==> src/rtl/accel_spi_reader_if.sv <==
// Board-side SPI pins and the sample/strobe pair handed to the spirit-level display.
interface accel_spi_reader_if;
  localparam int unsigned DATA_W = 16;

  logic              spi_sclk;
  logic              spi_cs_n;
  logic              spi_mosi;
  logic              spi_miso;
  logic [DATA_W-1:0] data;
  logic              latch;
  logic              busy;

  modport master (
    output spi_sclk, spi_cs_n, spi_mosi, data, latch, busy,
    input  spi_miso
  );

  modport slave (
    input  spi_sclk, spi_cs_n, spi_mosi, data, latch, busy,
    output spi_miso
  );
endinterface

==> src/rtl/accel_spi_reader.sv <==
// SPI mode-3 master for an ADXL345-class accelerometer: one POWER_CTL write after
// reset, then a periodic two-byte axis burst read published on data/latch.
module accel_spi_reader #(
  parameter int unsigned CLK_DIV       = 4,
  parameter int unsigned SAMPLE_PERIOD = 50000,
  parameter logic [5:0]  AXIS_ADDR     = 6'h32
) (
  input logic               clk,
  input logic               rst,
  accel_spi_reader_if.master bus
);

  localparam int unsigned CNT_W  = $clog2(2 * CLK_DIV);
  localparam int unsigned TMR_W  = $clog2(SAMPLE_PERIOD);
  localparam int unsigned HALF_W = 6;
  localparam int unsigned SR_W   = 24;
  localparam int unsigned RX_W   = 16;

  // Half-period index at which CS is released: 2N+1 for an N-bit transfer.
  localparam logic [HALF_W-1:0] INIT_END = HALF_W'(2 * 16 + 1);
  localparam logic [HALF_W-1:0] READ_END = HALF_W'(2 * 24 + 1);
  localparam logic [SR_W-1:0]   INIT_CMD = {8'h2D, 8'h08, 8'h00};
  localparam logic [SR_W-1:0]   READ_CMD = {2'b11, AXIS_ADDR, 16'h0000};

  typedef enum logic [2:0] {
    ST_INIT,
    ST_GAP,
    ST_WAIT,
    ST_READ,
    ST_PUBLISH
  } state_t;

  state_t            state_q, state_d;
  logic [CNT_W-1:0]  cnt_q, cnt_d;
  logic [HALF_W-1:0] half_q, half_d;
  logic [TMR_W-1:0]  tmr_q, tmr_d;
  logic [SR_W-1:0]   tx_q, tx_d;
  logic [RX_W-1:0]   rx_q, rx_d;
  logic              sclk_q, sclk_d;
  logic              cs_n_q, cs_n_d;
  logic [15:0]       data_q, data_d;
  logic              latch_q, latch_d;
  logic              busy_q, busy_d;

  logic [HALF_W-1:0] half_inc;
  logic [HALF_W-1:0] last_half;

  // Next-state and datapath update
  always_comb begin
    state_d   = state_q;
    cnt_d     = cnt_q;
    half_d    = half_q;
    tx_d      = tx_q;
    rx_d      = rx_q;
    sclk_d    = sclk_q;
    cs_n_d    = cs_n_q;
    data_d    = data_q;
    latch_d   = latch_q;
    half_inc  = half_q + HALF_W'(1);
    last_half = (state_q == ST_READ) ? READ_END : INIT_END;
    tmr_d     = (tmr_q == TMR_W'(SAMPLE_PERIOD - 1)) ? '0 : tmr_q + TMR_W'(1);

    case (state_q)
      ST_INIT, ST_READ: begin
        if (cs_n_q) begin
          // Only reachable in INIT: CS is still high straight out of reset.
          cs_n_d = 1'b0;
          tx_d   = INIT_CMD;
          cnt_d  = '0;
          half_d = '0;
        end else if (cnt_q == CNT_W'(CLK_DIV - 1)) begin
          cnt_d  = '0;
          half_d = half_inc;
          if (half_inc == last_half) begin
            cs_n_d = 1'b1;
            tx_d   = '0;
            if (state_q == ST_READ) begin
              // rx holds {first byte (LSB), second byte (MSB)}.
              data_d  = {rx_q[7:0], rx_q[15:8]};
              state_d = ST_PUBLISH;
            end else begin
              state_d = ST_GAP;
            end
          end else if (half_inc[0]) begin
            sclk_d = 1'b0;
            if (half_inc != HALF_W'(1)) tx_d = {tx_q[SR_W-2:0], 1'b0};
          end else begin
            sclk_d = 1'b1;
            rx_d   = {rx_q[RX_W-2:0], bus.spi_miso};
          end
        end else begin
          cnt_d = cnt_q + CNT_W'(1);
        end
      end

      ST_PUBLISH: begin
        latch_d = 1'b1;
        cnt_d   = '0;
        state_d = ST_GAP;
      end

      ST_GAP: begin
        // Latch entered high with cnt at 0, so it covers exactly two cycles.
        latch_d = latch_q && (cnt_q == '0);
        if (cnt_q == CNT_W'(2 * CLK_DIV - 1)) begin
          cnt_d   = '0;
          state_d = ST_WAIT;
        end else begin
          cnt_d = cnt_q + CNT_W'(1);
        end
      end

      ST_WAIT: begin
        if (tmr_q == TMR_W'(SAMPLE_PERIOD - 1)) begin
          cs_n_d  = 1'b0;
          tx_d    = READ_CMD;
          cnt_d   = '0;
          half_d  = '0;
          state_d = ST_READ;
        end
      end

      default: state_d = ST_INIT;
    endcase

    busy_d = ~cs_n_d;
  end

  // State and output registers
  always_ff @(posedge clk) begin
    if (rst) begin
      state_q <= ST_INIT;
      cnt_q   <= '0;
      half_q  <= '0;
      tmr_q   <= '0;
      tx_q    <= '0;
      rx_q    <= '0;
      sclk_q  <= 1'b1;
      cs_n_q  <= 1'b1;
      data_q  <= '0;
      latch_q <= 1'b0;
      busy_q  <= 1'b0;
    end else begin
      state_q <= state_d;
      cnt_q   <= cnt_d;
      half_q  <= half_d;
      tmr_q   <= tmr_d;
      tx_q    <= tx_d;
      rx_q    <= rx_d;
      sclk_q  <= sclk_d;
      cs_n_q  <= cs_n_d;
      data_q  <= data_d;
      latch_q <= latch_d;
      busy_q  <= busy_d;
    end
  end

  assign bus.spi_sclk = sclk_q;
  assign bus.spi_cs_n = cs_n_q;
  assign bus.spi_mosi = tx_q[SR_W-1];
  assign bus.data     = data_q;
  assign bus.latch    = latch_q;
  assign bus.busy     = busy_q;

endmodule

==> src/flat_wrapper.sv <==
// flat-port wrapper written by rule: the top's interface ports become plain ports
module accel_spi_reader_flat 
#(
  parameter int unsigned CLK_DIV       = 4,
  parameter int unsigned SAMPLE_PERIOD = 50000,
  parameter logic [5:0]  AXIS_ADDR     = 6'h32
)
  (clk, rst, bus_spi_sclk, bus_spi_cs_n, bus_spi_mosi, bus_data, bus_latch, bus_busy, bus_spi_miso);
  accel_spi_reader_if bus_i ();
  input logic clk;
  input logic rst;
  output wire logic [$bits(bus_i.spi_sclk)-1:0] bus_spi_sclk;
  output wire logic [$bits(bus_i.spi_cs_n)-1:0] bus_spi_cs_n;
  output wire logic [$bits(bus_i.spi_mosi)-1:0] bus_spi_mosi;
  output wire logic [$bits(bus_i.data)-1:0] bus_data;
  output wire logic [$bits(bus_i.latch)-1:0] bus_latch;
  output wire logic [$bits(bus_i.busy)-1:0] bus_busy;
  input wire logic [$bits(bus_i.spi_miso)-1:0] bus_spi_miso;
  assign bus_spi_sclk = bus_i.spi_sclk;
  assign bus_spi_cs_n = bus_i.spi_cs_n;
  assign bus_spi_mosi = bus_i.spi_mosi;
  assign bus_data = bus_i.data;
  assign bus_latch = bus_i.latch;
  assign bus_busy = bus_i.busy;
  assign bus_i.spi_miso = bus_spi_miso;
  accel_spi_reader #(.CLK_DIV(CLK_DIV), .SAMPLE_PERIOD(SAMPLE_PERIOD), .AXIS_ADDR(AXIS_ADDR)) u_core (.clk(clk), .rst(rst), .bus(bus_i));
endmodule
==> config.mk <==
export PLATFORM = sky130hd
export DESIGN_NAME = accel_spi_reader_flat
export DESIGN_NICKNAME = d
export VERILOG_FILES = /design/src/rtl/accel_spi_reader_if.sv /design/src/rtl/accel_spi_reader.sv /design/src/flat_wrapper.sv
export SDC_FILE = /design/constraint.sdc
export NUM_CORES = 1
export LEC_CHECK = 0
export CORE_UTILIZATION = 40
export CTS_CLUSTER_DIAMETER = 60
export DETAILED_ROUTE_END_ITERATION = 12
export PLACE_DENSITY = 0.55
export SLEW_MARGIN = 20
export SYNTH_ARGS = -nofsm -noshare
export SYNTH_HDL_FRONTEND = slang
export SYNTH_SLANG_ARGS = --single-unit
==> constraint.sdc <==
create_clock -name clk -period 2.9 [get_ports clk]
set_input_delay 0.58 -clock clk [delete_from_list [all_inputs] [get_ports clk]]
set_output_delay 0.58 -clock clk [all_outputs]
set_load 0.1 [all_outputs]
==> results of run 1 <==
[state kept, by name, summed over array words and instances, names as in the netlist, named ones only]
signal / count
u_core.half_q: 6
u_core.tmr_q: 16
u_core.bus.spi_sclk: 1
u_core.bus.latch: 1
u_core.state_q: 3
u_core.rx_q: 16
u_core.bus.data: 16
u_core.cnt_q: 3
u_core.tx_q: 13
u_core.bus.busy: 1
[per-stage QoR]
step / area [um2] / setup WS (ns)
2_1_floorplan: 3400 / 0.544
3_3_place_gp: 3650 / 0.520
3_5_place_dp: 3650 / 0.469
4_1_cts: 3830 / 0.455
5_1_grt: 3830 / 0.301
6_report: 3830 / 0.453
[layout by cell type, fill, tap and decap left out, drive strengths merged, types with 3 or more instances in the layout]
cell type / n
mux2i: 34
buf: 26
or2: 4
nor4: 4
ha: 8
dfxtp: 77
nor3: 8
a211oi: 6
a21oi: 24
nor2: 68
or3: 5
nor2b: 6
xor2: 8
and2: 3
nand3b: 4
and3: 8
o21ai: 5
nand2: 18
xnor2: 8
clkbuf: 9
inv: 13
nand3: 12
[layer usage]
metal	vias up	global-route usage [%]	wire [um]
met2	26	23.6	2830
met4	0	7.31	108
met3	11	3.40	150
met5	-	0	0
li1	1306	-	-
met1	1154	20.4	3180
[final cells by class]
class,instances,area [um2]
Clock buffer,9,124
Clock inverter,7,57.6
Fill cell,814,4380
Inverter,10,37.5
Multi-Input combinational cell,261,1740
Sequential cell,77,1540
Tap cell,105,131
Timing Repair Buffer,27,203
[logic make-up (layout without fill, tap and decap cells)]
| kind of cell | after synthesis | in the layout | synth area share [%] |
|---|---|---|---|
| adder cells (fa/ha/maj) | 8 | 8 | 2.94 |
| buffers and inverters | 29 | 53 | 3.64 |
| AND/OR/NAND/NOR | 151 | 151 | 22.6 |
| XOR/XNOR | 17 | 17 | 4.85 |
| flip-flops | 77 | 77 | 45.3 |
| AO/OA/AOI/OAI | 50 | 50 | 10.3 |
| multiplexers | 35 | 35 | 10.3 |
[how the worst min path moves through the flow]
stage / start / to / slack [ns] / depth (start not counted)
after floorplan: u_core.tmr_q[0] / u_core.tmr_q[0] / 0.41 / 1
after global placement: u_core.tmr_q[0] / u_core.tmr_q[0] / 0.43 / 1
after detailed placement: u_core.tmr_q[0] / u_core.tmr_q[0] / 0.43 / 1
after CTS: u_core.tmr_q[0] / u_core.tmr_q[0] / 0.45 / 1
after global routing: u_core.tx_q[12] / u_core.tx_q[12] / 0.48 / 2
final: u_core.tmr_q[0] / u_core.tmr_q[0] / 0.45 / 1
[report_power, final]
part / internal (mW) / switching, mW / leakage, nW / total, mW
sequential: 1.09 / 0.0347 / 0.624 / 1.13
clock: 0.322 / 0.417 / 0.0881 / 0.740
combinational: 0.0826 / 0.158 / 0.833 / 0.241
[worst reg2reg max path: stages, from the launching register on]
cell	delay (ns)
dfxtp_1	0.38
ha_1	0.27
or4b_4	0.51
o31ai_4	0.10
o2111ai_2	0.22
a31o_2	0.40
or3_1	0.37
a21oi_1	0.13
==> metrics.txt, run 1 <==
DRC violations left 0; Worst Tran Pin Value between 0.7 and 0.8 ns; CP startpoint kind flip-flop; Max Cap Viol 0; Final Non-Filler Cells between 400 and 500; Crit. End Element flip-flop; number of post-CTS setup repair buffers 0; CTS root buf clkbuf_8; CP peak stage delay slightly above 0.5 ns; Pwr Density 550 nW/um2; Setup crit end u_core.tx_q[18]; post-synth top area cell dfxtp_1; R2R Path Start u_core.half_q[0]; Layout area overhead 12.6%; relative slew slack 51.8%; DR vias ~2500; kind of critical path reg -> reg; Synth Flop Type dfxtp_1; r2r setup slk 0.45 ns; Post-synth EDFFs 0; Boundary Pins 24; final hold vios 0; critical path's slowest cell or4b_4; worst clock skew ~0.014 ns; initial antenna violation count 0; asr flop ratio synth 0%; Period minus WS final 2.45 ns; RSZ-0062 raised after global routing false; die height around 94 um; Netlist cell types 51; Std-Cell Rows 33; largest net degree at the start of global routing 44; RD Place Congestion 0.777; drt initial violations between 100 and 150; hold buffers post-CTS 0; CTS Buffer Depth 2; CTS tree built; layout cells sized above 1 14.6%; initial core utilization 41.4%; Worst-path clk slew approximately 0.080 ns; Max rail drop VDD ~0.25 mV; Req. time, crit path 3.17 ns; count leader, synth dfxtp_1; CTS H-Tree Depth 3; Clk Latency, worst-skew pair 0.35 ns; number of buffers added on ports 23; CTS sink cnt 77; Setup TNS Final 0 ns; post-route ant nets 0; Critical path origin u_core.half_q[0]; die area 8880 um2; share of the synthesized area in the top cell type between 40% and 50%; worst reg2reg endpoint u_core.tx_q[18]; routed length per instance 12.6 um; drt pass-1 iters 4; Core Area between 8000 and 9000 um2; flops & latches, synth 77; n_diodes 0; mean post-synth cell area between 9 and 10 um2; outcome completed; final setup vio count 0; All-Layer GR Usage 15.4%; Post-Syn Nets ~380; Max Clk Rate 409 MHz; worst hold slack approximately 0.45 ns; Tcrit/Tclk final 84.4%; Area contributors post-synth dfxtp_1 45%, mux2i_1 10%, nor2_1 7.5%; Slew Viols, Final 0; arrival time at the worst endpoint between 2 and 3 ns; LEAKAGE 1.54 nW; vias in the first global route roughly 2300; CTS Buf Count 9; total grt overflow 0; crit path cell chain ha_1 > or4b_4 > o31ai_4 > o2111ai_2 > a31o_2 > or3_1 > a21oi_1; Worst path depth 7; sequential-to-total area share from yosys stat a little under half; total power draw roughly 2.1 mW; CP delay by family, top simple AND/OR/NAND/NOR gates; first-pass GRT wire length 10700 um; reg2reg path depth 7; Hold Crit Class reg -> reg; DP HPWL 4220 um; list of most frequent post-synthesis cells 77 x dfxtp_1, 68 x nor2_1, 34 x mux2i_1; Final #Nets 397; Syn Inst Count 367; total wire length 6260 um; post-cts repair resize count 0; die width between 90 and 100 um; vias per cell 5.03; final core occ 46.6%; DP Cell Count 480; Yosys Warn Count 0; worst path bufs/invs 0; CP max FO 16; Post-Syn Area about 3400 um2
(Power assumes the default switching activity.)
==> run 2, diff against run 1 <==
--- a/config.mk
+++ b/config.mk
@@ -8,7 +8,7 @@
 export CORE_UTILIZATION = 40
 export CTS_CLUSTER_DIAMETER = 60
 export DETAILED_ROUTE_END_ITERATION = 12
-export PLACE_DENSITY = 0.55
+export PLACE_DENSITY = 0.57
 export SLEW_MARGIN = 20
 export SYNTH_ARGS = -nofsm -noshare
 export SYNTH_HDL_FRONTEND = slang
==> constraint.sdc (replaced) <==
create_clock -name clk -period 2.15 [get_ports clk]
set_input_delay 0.43 -clock clk [delete_from_list [all_inputs] [get_ports clk]]
set_output_delay 0.43 -clock clk [all_outputs]
set_load 0.1 [all_outputs]
==> metrics.txt, run 2 (synthesized netlist as in run 1, its figures left out) <==
r2r setup slk -0.01 ns (was 0.45 ns); DRC violations left 0 (unchanged); DP HPWL 4420 um (was 4220 um); CP startpoint kind flip-flop (unchanged); Hold Path Stages 1 (unchanged); die area 8880 um2 (unchanged); Period minus WS final 2.16 ns (was 2.45 ns); final hold vios 0 (unchanged); arrival time at the worst endpoint 2.41 ns (was 2.72 ns); Slew Viols, Final 0 (unchanged); Final Non-Filler Cells 525 (was 496); Hold Crit Start u_core.tmr_q[0] (unchanged); post-route ant nets 0 (unchanged); first-pass GRT wire length 11700 um (was 10700 um); drt initial violations 134 (was 119); CTS sink cnt 77 (unchanged); Boundary Pins 24 (unchanged); kind of critical path reg -> reg (unchanged); final setup vio count 3 (was 0); All-Layer GR Usage 16.9% (was 15.4%); CTS root buf clkbuf_8 (unchanged); worst clock skew 0.0113 ns (was 0.0135 ns); number of buffers added on ports 23 (unchanged); RSZ-0062 raised after global routing true (was false); worst hold slack 0.445 ns (was 0.446 ns); routed length per instance 12.8 um (was 12.6 um); Core Area 8220 um2 (unchanged); final instance area 4230 um2 (was 3830 um2); CTS tree built (unchanged); CTS Buffer Depth 2 (unchanged); CTS Buf Count 9 (unchanged); Crit. End Element flip-flop (unchanged); outcome complete, but fails checks (was completed); RD Place Congestion 0.731 (was 0.777); LEAKAGE 1.75 nW (was 1.54 nW); reg2reg path depth 8 (was 7); Std-Cell Rows 33 (unchanged); DP Cell Count 502 (was 480); initial core utilization 41.4% (unchanged); Req. time, crit path 2.40 ns (was 3.17 ns); R2R Path Start u_core.half_q[0] (unchanged); hold path endpoint u_core.tmr_q[0] (unchanged); die height 94.2 um (unchanged); Final #Nets 426 (was 397); vias in the first global route 2479 (was 2294); Pwr Density 732 nW/um2 (was 550 nW/um2); largest net degree at the start of global routing 49 (was 44); highest-count cells in the layout ignoring fill and taps 73 x dfxtp_1, 67 x nor2_1, 46 x buf_4 (was 77 x dfxtp_1, 68 x nor2_1, 34 x mux2i_1); relative slew slack 68.5% (was 51.8%); n_diodes 0 (unchanged); worst reg2reg endpoint u_core.tx_q[23] (was u_core.tx_q[18]); initial antenna violation count 0 (unchanged); Tcrit/Tclk final 101% (was 84.4%); Layout area overhead 24.4% (was 12.6%); CP max FO 6 (was 16); DR vias 2636 (was 2497); Clk Latency, worst-skew pair 0.36 ns (was 0.35 ns); vias per cell 5.02 (was 5.03); layout cells sized above 1 23.8% (was 14.6%); die width 94.2 um (unchanged); Cell Area, Placed 3900 um2 (was 3650 um2); Max Clk Rate 462 MHz (was 409 MHz); drt pass-1 iters 4 (unchanged); failing checks negative setup slack; total grt overflow 0 (unchanged); worst setup margin -0.0135 ns (was 0.453 ns); Max rail drop VDD 0.425 mV (was 0.247 mV); CTS H-Tree Depth 3 (unchanged); Hold Crit Class reg -> reg (unchanged); most common cell after layout, fill and taps aside dfxtp_1 (unchanged); hold buffers post-CTS 0 (unchanged); Worst Tran Pin Value 0.473 ns (was 0.722 ns); Setup TNS Final -0.0250 ns (was 0 ns); Max Cap Viol 0 (unchanged); total wire length 6740 um (was 6260 um); Worst-path clk slew 0.09 ns (was 0.08 ns)
-- run 2: per-stage QoR --
stage	util, %	power (mW)	setup slack [ns]
floorplan	-	1.82	-0.203
global placement	47.4	1.91	0.00138
detailed placement	47.4	1.92	-0.0480
CTS	50.7	3.13	-0.0281
global route	51.5	3.26	-0.0915
finish	51.5	3.10	-0.0135
-- run 2: worst max-delay path, stage by stage, from the launching register on --
cell	delay, ns
dfxtp_4	0.37
ha_4	0.16
or4b_4	0.49
o31ai_4	0.11
o211ai_4	0.16
buf_4	0.19
nor2b_1	0.18
a211oi_1	0.33
nor3_1	0.07
-- run 2: final cells by class --
cell class | instances | area (um2)
Clock buffer | 9 | 124
Inverter | 10 | 40.0
Sequential cell | 77 | 1550
Fill cell | 783 | 3980
Clock inverter | 7 | 85.1
Timing Repair Buffer | 55 | 488
Tap cell | 105 | 131
Multi-Input combinational cell | 262 | 1820
-- run 2: power breakdown --
part           switching [mW]  leakage (nW)  internal, mW
combinational           0.253          1.02         0.172
clock                   0.598         0.107         0.563
sequential             0.0386         0.626          1.47
-- run 2: what timing repair did --
action / CTS / global route
gates cloned: 2 / 1
endpoints found under the setup margin: 18 / 30
setup buffers: 1 / 3
pin swaps: 10 / 10
resized for setup: 9 / 5
-- run 2: layer usage --
layer	GRT usage, %	vias up	wire (um)
li1	-	1376	-
met1	22.8	1226	3430
met2	25.4	27	3010
met3	5.10	7	212
met4	5.77	0	89
met5	0	-	0
-- run 2: worst max-delay path by stage --
stage	startpoint	to	depth (start not counted)
global route	u_core.half_q[0]	u_core.tx_q[17]	9
global placement	u_core.half_q[0]	u_core.tx_q[19]	8
finish	u_core.half_q[0]	u_core.tx_q[23]	8
CTS	u_core.half_q[0]	u_core.bus.data[15]	8
detailed placement	u_core.half_q[0]	u_core.tx_q[19]	8
floorplan	u_core.half_q[0]	u_core.bus.data[5]	9
==> run 3, diff against run 2 <==
--- a/config.mk
+++ b/config.mk
@@ -5,10 +5,11 @@
 export SDC_FILE = /design/constraint.sdc
 export NUM_CORES = 1
 export LEC_CHECK = 0
-export CORE_UTILIZATION = 40
+export CORE_MARGIN = 3
+export CORE_UTILIZATION = 45
 export CTS_CLUSTER_DIAMETER = 60
 export DETAILED_ROUTE_END_ITERATION = 12
-export PLACE_DENSITY = 0.57
+export PLACE_DENSITY = 0.63
 export SLEW_MARGIN = 20
 export SYNTH_ARGS = -nofsm -noshare
 export SYNTH_HDL_FRONTEND = slang
==> metrics.txt, run 3 (synthesized netlist as in run 1, its figures left out) <==
relative slew slack 68.7% (was 68.5%); highest-count cells in the layout ignoring fill and taps 74 x dfxtp_1, 66 x nor2_1, 45 x buf_4 (was 73 x dfxtp_1, 67 x nor2_1, 46 x buf_4); LEAKAGE 1.79 nW (was 1.75 nW); DRC violations left 0 (unchanged); CTS sink cnt 77 (unchanged); met2 Usage GRT 25.1% (was 25.4%); largest net degree at the start of global routing 28 (was 49); crit path cell chain ha_4 > or4b_4 > o31ai_4 > o2111ai_4 > buf_6 > a31oi_4 > buf_6 > nor2_1 > nor3_1 (was ha_4 > or4b_4 > o31ai_4 > o211ai_4 > buf_4 > nor2b_1 > a211oi_1 > nor3_1); met1 global-route usage 21.3% (was 22.8%); final hold vios 0 (unchanged); RSZ-0062 raised after global routing true (unchanged); Final #Nets 429 (was 426); CP startpoint kind flip-flop (unchanged); CP peak stage delay 0.49 ns (about the same); DP HPWL 4380 um (was 4420 um); post-route ant nets 0 (unchanged); CTS tree built (unchanged); drt pass-1 iters 4 (unchanged); Max Clk Rate 459 MHz (was 462 MHz); CTS Buffer Depth 2 (unchanged); hold buffers post-CTS 0 (unchanged); Layout area overhead 27.6% (was 24.4%); routed length per instance 13.1 um (was 12.8 um); DR vias 2721 (was 2636); worst path bufs/invs 2 (was 1); vias per cell 5.21 (was 5.02); total power draw 3.11 mW (was 3.10 mW); vias in the first global route 2452 (was 2479); worst setup margin -0.0264 ns (was -0.0135 ns); die width 93.0 um (was 94.2 um); Req. time, crit path 2.43 ns (was 2.40 ns); Std-Cell Rows 31 (was 33); Worst Tran Pin Value 0.467 ns (was 0.473 ns); most common cell after layout, fill and taps aside dfxtp_1 (unchanged); most used cell, CP buf_6; CP max FO 5 (was 6); Period minus WS final 2.18 ns (was 2.16 ns); Max rail drop VDD 0.438 mV (was 0.425 mV); critical path's slowest cell or4b_4 (unchanged); number of buffers added on ports 23 (unchanged); Boundary Pins 24 (unchanged); first-pass GRT wire length 11200 um (was 11700 um); failing checks negative setup slack (unchanged); CP delay by family, top simple AND/OR/NAND/NOR gates (unchanged); filler instances 631 (was 783); Final Non-Filler Cells 522 (was 525); initial antenna violation count 0 (unchanged); die area 8640 um2 (was 8880 um2); CTS H-Tree Depth 3 (unchanged); Clk Latency, worst-skew pair 0.35 ns (was 0.36 ns); total wire length 6850 um (was 6740 um); met3 usage 4.71% (was 5.10%); Worst-path clk slew 0.09 ns (about the same); CTS Buf Count 9 (unchanged); die height 93.0 um (was 94.2 um); Cell Area, Placed 3880 um2 (was 3900 um2); total grt overflow 0 (unchanged); gr busiest metal met2 (unchanged); layout cells sized above 1 26.5% (was 23.8%); final setup vio count 4 (was 3); worst clock skew 0.0109 ns (was 0.0113 ns); drt initial violations 184 (was 134); Crit. End Element flip-flop (unchanged); final instance area 4340 um2 (was 4230 um2); Tcrit/Tclk final 101% (about the same); Core Area 7290 um2 (was 8220 um2); RD Place Congestion 0.839 (was 0.731); All-Layer GR Usage 16.2% (was 16.9%); Max Cap Viol 0 (unchanged); DP Cell Count 496 (was 502); n_diodes 0 (unchanged); worst hold slack 0.452 ns (was 0.445 ns); arrival time at the worst endpoint 2.45 ns (was 2.41 ns); Hold Crit Class reg -> reg (unchanged); Pwr Density 715 nW/um2 (was 732 nW/um2); kind of critical path reg -> reg (unchanged); outcome complete, but fails checks (unchanged); CTS root buf clkbuf_8 (unchanged); initial core utilization 46.7% (was 41.4%); Slew Viols, Final 0 (unchanged)
-- run 3: report_power, final --
| part | total, mW | internal [mW] | switching [mW] |
|---|---|---|---|
| clock | 1.13 | 0.576 | 0.555 |
| sequential | 1.51 | 1.47 | 0.0401 |
| combinational | 0.464 | 0.197 | 0.268 |
-- run 3: per-stage QoR --
stage / TNS [ns] / utilization [%] / worst slack [ns]
floorplan: -2.18 / - / -0.203
global placement: -0.0221 / 53.2 / -0.0156
detailed placement: -0.981 / 53.2 / -0.0752
CTS: -0.0192 / 57.6 / -0.0192
global route: -4.59 / 59.6 / -0.157
finish: -0.0565 / 59.6 / -0.0264
-- run 3: path summary, 6_finish.rpt --
path	startpoint	end	slack [ns]	depth (start not counted)
worst max register to register	u_core.half_q[1]	u_core.tx_q[20]	-0.03	9
worst max-delay path	u_core.half_q[1]	u_core.tx_q[20]	-0.03	9
worst min-delay path	u_core.tmr_q[0]	u_core.tmr_q[0]	0.45	1
worst min register to register	u_core.tmr_q[0]	u_core.tmr_q[0]	0.45	1
-- run 3: repair_timing --
action / CTS / global route
pin swaps: 12 / 11
gates cloned: 2 / 2
gates resized for setup: 7 / 26
endpoints found under the setup margin: 19 / 47
setup buffers: 5 / 1
endpoints found under the hold margin: 0 / 0
-- run 3: layout make-up --
| cell class | instances | area [um2] | share of cell area (%) |
|---|---|---|---|
| timing repair buffer | 58 | 538 | 12.4 |
| sequential | 77 | 1550 | 35.7 |
| inverter | 10 | 42.5 | 0.979 |
| clock inverter | 6 | 70.1 | 1.61 |
| multi-input combinational | 262 | 1880 | 43.3 |
| tap | 99 | 124 | 2.85 |
| clock buffer | 10 | 138 | 3.17 |
-- run 3: worst reg2reg max path, cell delays in order, from the launching register on --
cell       delay, ns
dfxtp_4         0.37
ha_4            0.16
or4b_4          0.49
o31ai_4         0.12
o2111ai_4       0.22
buf_6           0.18
a31oi_4         0.20
buf_6           0.16
nor2_1          0.04
nor3_1          0.17
-- run 3: per-layer routing --
metal / vias up / share of wire, %
met5: - / 0
met4: 0 / 1.6
met3: 11 / 4.5
met2: 56 / 47
met1: 1287 / 47
li1: 1367 / -
